===== config.mk =====
export PLATFORM = sky130hd
export DESIGN_NAME = dma_xfer_engine
export DESIGN_NICKNAME = d
export VERILOG_FILES = /design/src/rtl/dma_xfer_engine.sv
export SDC_FILE = /design/constraint.sdc
export NUM_CORES = 1
export LEC_CHECK = 0
export CORE_ASPECT_RATIO = 0.8
export CORE_MARGIN = 5
export CORE_UTILIZATION = 40
export CTS_BUF_LIST = sky130_fd_sc_hd__clkbuf_8
export DETAILED_ROUTE_END_ITERATION = 10
export HOLD_SLACK_MARGIN = 0.02
export PLACE_DENSITY = 0.67
export SETUP_SLACK_MARGIN = 0.3
export SKIP_LAST_GASP = 1
export SYNTH_ARGS = -nofsm -noshare
export SYNTH_HDL_FRONTEND = slang
export SYNTH_SLANG_ARGS = --single-unit

===== constraint.sdc =====
create_clock -name clk -period 6.6 [get_ports clk]
set_input_delay 1.32 -clock clk [delete_from_list [all_inputs] [get_ports clk]]
set_output_delay 1.32 -clock clk [all_outputs]
set_load 0.02 [all_outputs]

===== src/rtl/dma_xfer_engine.sv =====
// dma_xfer_engine: single-channel DMA sequencer moving 32-bit words via one read and one write per word.
// Optional abort input is compiled in when DMA_XFER_ABORT_EN is defined.
module dma_xfer_engine #(
  parameter int WIDTH_p   = 32,
  parameter int LEN_W     = 16,
  parameter int ADDR_STEP = 4
) (
  input  logic               clk,
  input  logic               reset,
  input  logic               cfg_start,
  input  logic               cfg_dir,
  input  logic               cfg_io_inc,
  input  logic [LEN_W-1:0]   cfg_len,
  input  logic [WIDTH_p-1:0] cfg_io_addr,
  input  logic [WIDTH_p-1:0] cfg_mem_addr,
  input  logic               irq_clr,
`ifdef DMA_XFER_ABORT_EN
  input  logic               abort,
`endif
  output logic               m_req,
  output logic               m_we,
  output logic [WIDTH_p-1:0] m_addr,
  output logic [WIDTH_p-1:0] m_wdata,
  input  logic               m_gnt,
  input  logic               m_rvalid,
  input  logic [WIDTH_p-1:0] m_rdata,
  output logic               busy,
  output logic [LEN_W-1:0]   remaining,
  output logic               done_irq
);

  typedef enum logic [2:0] {IDLE, RD_REQ, RD_WAIT, WR_REQ, DONE} state_t;

  localparam logic [WIDTH_p-1:0] STEP = WIDTH_p'(ADDR_STEP);

  state_t             state;
  logic [WIDTH_p-1:0] io_addr;
  logic [WIDTH_p-1:0] mem_addr;
  logic               dir_q;
  logic               io_inc_q;
  logic [WIDTH_p-1:0] src_addr;
  logic [WIDTH_p-1:0] dst_addr;

  assign src_addr = dir_q ? mem_addr : io_addr;
  assign dst_addr = dir_q ? io_addr  : mem_addr;

`ifdef DMA_XFER_ABORT_EN
  logic busy_state;
  assign busy_state = (state == RD_REQ) || (state == RD_WAIT) || (state == WR_REQ);
`endif

  // m_wdata doubles as the word buffer between the read and the write phase
  always_ff @(posedge clk or negedge reset) begin
    if (!reset) begin
      state     <= IDLE;
      m_req     <= 1'b0;
      m_we      <= 1'b0;
      m_addr    <= '0;
      m_wdata   <= '0;
      busy      <= 1'b0;
      remaining <= '0;
      done_irq  <= 1'b0;
      io_addr   <= '0;
      mem_addr  <= '0;
      dir_q     <= 1'b0;
      io_inc_q  <= 1'b0;
    end else begin
      if (irq_clr) done_irq <= 1'b0;
`ifdef DMA_XFER_ABORT_EN
      if (abort && busy_state) begin
        state <= IDLE;
        busy  <= 1'b0;
        m_req <= 1'b0;
        if (state == WR_REQ && m_req && m_gnt) remaining <= remaining - LEN_W'(1);
      end else
`endif
      begin
        case (state)
          IDLE: begin
            if (cfg_start) begin
              io_addr   <= cfg_io_addr;
              mem_addr  <= cfg_mem_addr;
              dir_q     <= cfg_dir;
              io_inc_q  <= cfg_io_inc;
              remaining <= cfg_len;
              busy      <= 1'b1;
              state     <= (cfg_len == '0) ? DONE : RD_REQ;
            end
          end
          // Request is raised one cycle after entry, which yields the 4-cycle word minimum
          RD_REQ: begin
            if (m_req && m_gnt) begin
              m_req <= 1'b0;
              state <= RD_WAIT;
            end else begin
              m_req  <= 1'b1;
              m_we   <= 1'b0;
              m_addr <= src_addr;
            end
          end
          RD_WAIT: begin
            if (m_rvalid) begin
              m_wdata <= m_rdata;
              m_req   <= 1'b1;
              m_we    <= 1'b1;
              m_addr  <= dst_addr;
              state   <= WR_REQ;
            end
          end
          WR_REQ: begin
            if (m_req && m_gnt) begin
              m_req     <= 1'b0;
              m_we      <= 1'b0;
              remaining <= remaining - LEN_W'(1);
              mem_addr  <= mem_addr + STEP;
              if (io_inc_q) io_addr <= io_addr + STEP;
              state     <= (remaining == LEN_W'(1)) ? DONE : RD_REQ;
            end
          end
          DONE: begin
            busy     <= 1'b0;
            done_irq <= 1'b1;
            state    <= IDLE;
          end
          default: state <= IDLE;
        endcase
      end
    end
  end

endmodule


# Word level (Yosys, flattened, before mapping)
# Cells that the tools add are included.
# totals
ff_bits,153
inputBits,120
output_inout_bits,84
elab_cells,75
# classes
n_addsub,3
n_eq_ne,11
muxes,32
n_reduce_logical,17
# op_table
operator,count
32-bit 2-to-1 mux,9
32-bit one-hot mux with 2 select lines,3
32-bit by 3-bit adder with 32-bit output (second input constant),2
16-bit 2-to-1 mux,2
16-bit one-hot mux with 2 select lines,1
3-bit 2-to-1 mux,6
16-bit by 1-bit equality test with 1-bit output (second input constant),1
16-bit zero test,1
16-bit by 1-bit subtractor with 16-bit output (second input constant),1
2-bit != test (second input constant),6
3-bit one-hot mux with 4 select lines,1
4-bit AND reduction,3
3-bit AND reduction,3
2-bit nonzero test,4
1-bit 2-to-1 mux,7
3-bit by 2-bit equality test with 1-bit output (second input constant),2
1-bit one-hot mux with 3 select lines,2
2-bit AND reduction,3
3-bit by 1-bit equality test with 1-bit output (second input constant),1
3-bit equality test (second input constant),1
3-bit zero test,1
3-bit nonzero test,1
1-bit one-hot mux with 2 select lines,1
1-bit logical AND,1

# Longest topological paths before layout
# Gate-level depths: netlist of run 1.
# logic_depth
word_depth,4
ltp_mapped,8
depth_no_buf,7

# Least setup slack after synthesis of run 1
# OpenSTA, ideal clock, no wires.
# synth_path
path_type,input-to-reg
startpoint,input port cfg_start
endpoint,register io_addr[22]
setup_time_ps,77
t_arrival_ps,2715
slack_ps,3808
path_stages,4
cell_sequence,nor3b_1 o211ai_1 or4b_2 a21oi_1
# synth_between
elab_chain_len,2
# synth_lines
element,line_no,source
start: declaration,10,"input logic cfg_start,"
2-bit != test (no line),n/a,
4-bit AND reduction (no line),n/a,
end signal: assignment,81,io_addr <= cfg_io_addr;
end signal: assignment,116,if (io_inc_q) io_addr <= io_addr + STEP;
end: declaration,37,logic [WIDTH_p-1:0] io_addr;
# Every way passes these cells.
# A chain may end at the register's enable or synchronous reset.

# Worst setup path in the final report of run 1
# layout_path
startpoint,input port cfg_start
endpoint,register io_addr[20]
# Same word-level chain as after synthesis.

==> results.toml, run 1 <==
[clock_tree]
postCtsHoldBufs = 0
clkLatencyLatePin_ps = 470
clk_pin_slew_worst_paths_ps = 80
cts_htree_levels = 4
ctsLongestPathBuffers = 2
cts_root_buf = "sky130_fd_sc_hd__clkbuf_8"
cts_sinks = 153
tritoncts.num_buffers = 17
cts_tree = "built"
cts.repair_timing.setup_buffer_count = 0
number_of_cells_upsized_or_downsized_after_cts = 0

[power_and_ir_drop]
p_leak_nw = 4.22
pwr_density_nw_per_um2 = 497
power.ir.vdd_worst_v = 0.000304

[worst_hold_path]
worstHoldPathCells = 2
hold_path.class = "register to register"
hold_path_end = "mem_addr[1]"
launch_instance_of_the_worst_min_delay_path = "mem_addr[1]"

[critical_path]
timing.rr.end = "io_addr[20]"
number_of_cells_on_the_worst_reg_to_reg_path = 5
r2r_start = "state[1]"
worst-r2r-setup-slack_ps = 3370
required_ps = 6930
crit_fanout = 35
setup.worst_path.class = "primary input to register"
critical_path_arrival_ps = 4320
timing.critical_path.to_type = "register"
setup.worst_path.start_class = "primary input"

[timing]
setup-tns-final_ps = 0
period_minus_slack_ps = 3990
finClkSkew_ps = 9.69
timing_worst_slew_pin_value_ps = 1140
hold_violation_count_in_the_final_report = 0
achievable-frequency_ghz = 0.251
timing_max_transition_violations_final = 0
setup-violations-final = 0
maxSlewHeadroom_pct = 24.2
period_share_pct = 60.4
grt_setup_unrepaired = "no"

[routing]
drt-wirelength-per-cell_um = 19.1
ant_nets = 0
route.layer.met1.wl_mm = 11.6
num_vias = 7598
routed-wl-met3_mm = 2.05
drcViolationCount = 0
route.detailed.vias_per_inst = 5.76
met2_wirelength_mm = 11.2
drt_pre_antenna_iters = 5
first_iter_violations = 880
top_layer_used = "met4"
totalWireLength_mm = 25.2

[layout]
layout.cell_area.non_filler_um2 = 10600
number_of_antenna_diodes = 0
syn2layout_area_growth_pct = 32.7
finalNetCount = 1165
post_route_cells_drive_above_1_share_pct = 8.73

[yosys]
adder_cell_share_of_the_synthesized_area_pct = 0.625
yosysMostFrequentCell = "sky130_fd_sc_hd__dfrtp_1"
synth_xor_area_share_pct = 0.328
synth.lib_cells_used.distinct = 62
synth_top_family_by_area = "compound AO/OA/AOI/OAI gates"
synthesis.area_per_instance_um2 = 9.22
synth.top_cells.by_count = "153 x sky130_fd_sc_hd__dfrtp_1, 109 x sky130_fd_sc_hd__a21oi_1, 79 x sky130_fd_sc_hd__nor2_1"
postSynthRegisterBits = 153
yosys_warnings = 0
post_synth_edffs = 0
yosys.area.top_type = "sky130_fd_sc_hd__dfrtp_1"
netlist_area_um2 = 8010
synth_top_area_share_pct = 47.8
postSynthNetCount = 993
synth-compound-area-share_pct = 20.8
synth-main-ff-cell = "sky130_fd_sc_hd__dfrtp_1"
seq_area_frac_synth_pct = 47.8
synthArstFlopShare_pct = 100
netlist_top_cells_area = "sky130_fd_sc_hd__dfrtp_1 48%, sky130_fd_sc_hd__a21oi_1 6.8%, sky130_fd_sc_hd__mux2_2 4.6%"
yosys-mux-area-fraction_pct = 9.01
synth_simple_gate_area_share_pct = 17.4
postSynthCellCount = 869

[global_route]
first_global_vias = 6864
grt_first_pass_wirelength_mm = 39.0
gr-usage-all-layers_pct = 21.4
antenna_violations_before_repair = 0
global_route.overflow_total = 0
grt_start_max_net_pins = 100

[floorplan]
core_area_um2 = 19700
die_y_um = 137
die_w_um = 168
io-pin-count = 204
initial_utilization_pct = 40.6
die-area_um2 = 23000
core.rowCount = 46

[run_status]
result_of_the_run = "complete, no violations"

[place]
dpl.hpwl_mm = 18.0
placedInstanceArea_um2 = 10300
place.port_buffers = 203
gp_routability_congestion = 0.877

[job]
max_cap_check_violation_count = 0
## worst max-delay path, stage by stage
cell and delay (ps):
sky130_fd_sc_hd__clkdlybuf4s50_1 490, sky130_fd_sc_hd__nor3b_1 590, sky130_fd_sc_hd__o21a_1 990, sky130_fd_sc_hd__nand2_1 560, sky130_fd_sc_hd__nand3_1 230, sky130_fd_sc_hd__o311ai_0 140
## cell usage in the layout (no fill, tap or decap), drive strengths merged, types with 5 or more instances in the layout
| cell type | synthesis | routed |
|---|---|---|
| nor4 | 12 | 12 |
| clkbuf | 40 | 17 |
| a22oi | 5 | 5 |
| inv | 20 | 25 |
| nand3 | 37 | 37 |
| clkdlybuf4s50 | 0 | 202 |
| dfrtp | 153 | 153 |
| or3 | 14 | 14 |
| o21ai | 55 | 55 |
| a2bb2oi | 9 | 9 |
| o22a | 8 | 8 |
| and3 | 13 | 13 |
| clkinv | 0 | 6 |
| a41o | 5 | 5 |
| nand2 | 71 | 71 |
| mux2i | 35 | 35 |
| a31oi | 8 | 8 |
| o22ai | 20 | 20 |
| o32ai | 5 | 5 |
| a311oi | 5 | 5 |
| a211oi | 5 | 5 |
| buf | 21 | 12 |
| o211ai | 9 | 9 |
| mux2 | 33 | 33 |
| nor3 | 21 | 21 |
| a21oi | 109 | 109 |
| nand4 | 18 | 18 |
| nor2 | 79 | 79 |
## layer usage
| metal | vias to the layer above | GRT usage (%) |
|---|---|---|
| met2 | 329 | 31.6 |
| li1 | 3568 | - |
| met3 | 26 | 4.97 |
| met4 | 0 | 5.05 |
| met1 | 3675 | 32.0 |
| met5 | - | 0 |
## report_power, final
| group | switching [mW] | internal [mW] | leakage, nW |
|---|---|---|---|
| registers | 0.477 | 1.39 | 1.76 |
| clock network | 0.396 | 0.305 | 0.184 |
| logic | 1.51 | 1.20 | 2.28 |
## worst max-delay path by stage
stage | startpoint | depth (start not counted) | end
after detailed placement | cfg_start | 6 | io_addr[20]
final | cfg_start | 6 | io_addr[20]
after CTS | cfg_start | 6 | io_addr[24]
after global placement | cfg_start | 6 | io_addr[24]
after global routing | cfg_start | 6 | io_addr[20]
after floorplan | cfg_start | 4 | io_addr[22]
## cells by family (layout without fill, tap and decap cells)
kind of cell | count (synthesis) | after routing
multiplexers | 68 | 68
AO/OA/AOI/OAI | 272 | 272
XOR/XNOR | 3 | 3
adder cells (fa/ha/maj) | 4 | 4
AND/OR/NAND/NOR | 288 | 288
flip-flops | 153 | 153
buffers and inverters | 81 | 266
## registers in the layout, summed over array words and instances (netlist names)
signal	count
mem_addr	32
io_addr	32
m_we	1
m_addr	32
m_req	1
remaining	16
io_inc_q	1
busy	1
m_wdata	32
dir_q	1
state	3
done_irq	1
## cell type report
type	instances	area, µm²
inverter	20	75.1
clock buffer	17	234
tap	264	330
timing repair buffer	214	2120
clock inverter	15	145
multi-input combinational	635	3910
sequential	153	3830
fill	1787	9100
## through the flow
stage / instances / utilization [%] / setup slack, ps / hold slack (ps) / total power, mW
after floorplan: 869 / - / 3810 / 440 / 3.53
after global placement: 1286 / 52.0 / 2230 / 464 / 4.54
after detailed placement: 1286 / 52.0 / 2150 / 467 / 4.59
after CTS: 1318 / 53.9 / 2670 / 491 / 5.30
after global routing: 1318 / 53.9 / 2340 / 508 / 5.65
final: 1318 / 53.9 / 2610 / 485 / 5.29
Note: power is estimated with default switching activity, not from simulation.
==> run 2, diff against run 1 <==
--- a/config.mk
+++ b/config.mk
@@ -11,7 +11,7 @@
 export CTS_BUF_LIST = sky130_fd_sc_hd__clkbuf_8
 export DETAILED_ROUTE_END_ITERATION = 10
 export HOLD_SLACK_MARGIN = 0.02
-export PLACE_DENSITY = 0.67
+export PLACE_DENSITY = 0.7
 export SETUP_SLACK_MARGIN = 0.3
 export SKIP_LAST_GASP = 1
 export SYNTH_ARGS = -nofsm -noshare
==> constraint.sdc (replaced) <==
create_clock -name clk -period 3.2 [get_ports clk]
set_input_delay 0.64 -clock clk [delete_from_list [all_inputs] [get_ports clk]]
set_output_delay 0.64 -clock clk [all_outputs]
set_load 0.02 [all_outputs]
==> run 2 against run 1 <==
Net effect: global-route usage about the same; worst setup slack got worse by 1900 ps; clock power increased by 98%; critical endpoint is now remaining[14]; largest cell class unchanged; highest routed layer unchanged.
==> results.toml, run 2 (synthesis gave the netlist of run 1 again) <==
[run_status]
result_of_the_run = "complete, no violations"

[critical_path]
timing.critical_path.to_type = "register"
timing.critical_path.cells = "inv_1, ha_1, or3b_2, nor2_1, nand2_1, o311a_1, or3_1"
critPathMaxStageDelay_ps = 540
setup.worst_path.start_class = "register"
critical_path_arrival_ps = 2820
setup.worst_path.class = "register to register"
critPathSlowestCell = "sky130_fd_sc_hd__or3b_2"
required_ps = 3530
crit_fanout = 6

[clock_tree]
tritoncts.num_buffers = 17
clk_pin_slew_worst_paths_ps = 100
ctsLongestPathBuffers = 2
cts_htree_levels = 4
number_of_cells_upsized_or_downsized_after_cts = 0
cts_root_buf = "sky130_fd_sc_hd__clkbuf_8"
cts_sinks = 153
cts.repair_timing.setup_buffer_count = 0
cts_tree = "built"
clkLatencyLatePin_ps = 460
postCtsHoldBufs = 0

[layout]
post_route_cells_drive_above_1_share_pct = 9.67
layout_commonest_cell = "sky130_fd_sc_hd__clkdlybuf4s50_1"
number_of_antenna_diodes = 0
layout_common_cells = "202 x sky130_fd_sc_hd__clkdlybuf4s50_1, 153 x sky130_fd_sc_hd__dfrtp_1, 108 x sky130_fd_sc_hd__a21oi_1, 79 x sky130_fd_sc_hd__nor2_1, 71 x sky130_fd_sc_hd__nand2_1"
syn2layout_area_growth_pct = 34.0
layout.cell_area.non_filler_um2 = 10700
finalNetCount = 1176

[routing]
drt_pre_antenna_iters = 5
totalWireLength_mm = 25.2
drt-wirelength-per-cell_um = 19.0
drcViolationCount = 0
first_iter_violations = 826
ant_nets = 0
num_vias = 7621
route.detailed.vias_per_inst = 5.73

[power_and_ir_drop]
power.ir.vdd_worst_v = 0.000445
pwr_density_nw_per_um2 = 1020
total_power_mw = 11.0
p_leak_nw = 4.29

[global_route]
global_route.overflow_total = 0
gr-usage-all-layers_pct = 21.4
antenna_violations_before_repair = 0
grt_first_pass_wirelength_mm = 39.1
grt_start_max_net_pins = 79
first_global_vias = 7092

[floorplan]
io-pin-count = 204
die_w_um = 168
initial_utilization_pct = 40.6
core_area_um2 = 19700
core.rowCount = 46
die_y_um = 137
die-area_um2 = 23000

[timing]
setup-violations-final = 0
achievable-frequency_ghz = 0.401
holdWs_ps = 206
finClkSkew_ps = 15.1
grt_setup_unrepaired = "no"
timing_max_transition_violations_final = 0
hold_violation_count_in_the_final_report = 0
minimum_setup_slack_in_the_final_design_ps = 703
period_share_pct = 78.0
setup-tns-final_ps = 0
maxSlewHeadroom_pct = 41.4
timing_worst_slew_pin_value_ps = 872
period_minus_slack_ps = 2500

[worst_hold_path]
hold_path.class = "primary input to asynchronous set/reset pin"

[place]
place.port_buffers = 203
place_worst_setup_slack_ps = 517
gp_routability_congestion = 0.915
dpl.hpwl_mm = 18.6
placedInstanceArea_um2 = 10400

[job]
max_cap_check_violation_count = 0
==> run 2: path summary, 6_finish.rpt <==
kind | endpoint | from | cells past startpoint | slack (ps)
worst max-delay path | remaining[14] | remaining[0] | 7 | 700
worst min-delay path | m_wdata[17] | reset | 1 | 210
worst max register to register | remaining[14] | remaining[0] | 7 | 700
worst min register to register | mem_addr[0] | mem_addr[0] | 2 | 490
max in group asynchronous | m_addr[11] | reset | 2 | 2160
min in group clk | mem_addr[0] | mem_addr[0] | 2 | 490
==> run 2: where the power goes <==
part	internal, mW	switching [mW]	total [mW]
combinational	2.59	3.13	5.72
clock	0.565	0.828	1.39
sequential	2.87	1.00	3.88
==> run 2: final cells by class <==
type                       count  area (µm²)
fill                        1802        9000
multi-input combinational    635        3910
sequential                   153        3830
timing repair buffer         225        2240
tap                          264         330
clock buffer                  17         234
clock inverter                15         129
inverter                      20        75.1
==> run 2: per-stage QoR <==
step	cells	utilization, %
floorplan	869	-
detailed placement	1297	52.6
global placement	1297	52.6
global route	1329	54.4
CTS	1329	54.4
finish	1329	54.4
==> run 2: layer usage <==
layer	part of all wire, %	wire, µm	global-route usage [%]	vias to the layer above
met5	0	0	0	-
met2	44	11100	31.7	329
met3	7.9	2000	4.91	38
li1	-	-	-	3587
met4	2.3	587	6.94	0
met1	46	11600	31.2	3667
==> run 2: critical path: cells and delay by family, from the launching register on <==
| kind | cells | cell delay, ps |
|---|---|---|
| simple gates | 4 | 1290 |
| buf+inv | 1 | 130 |
| flops | 1 | 460 |
| fa+ha+maj | 1 | 190 |
| compound gates | 1 | 300 |
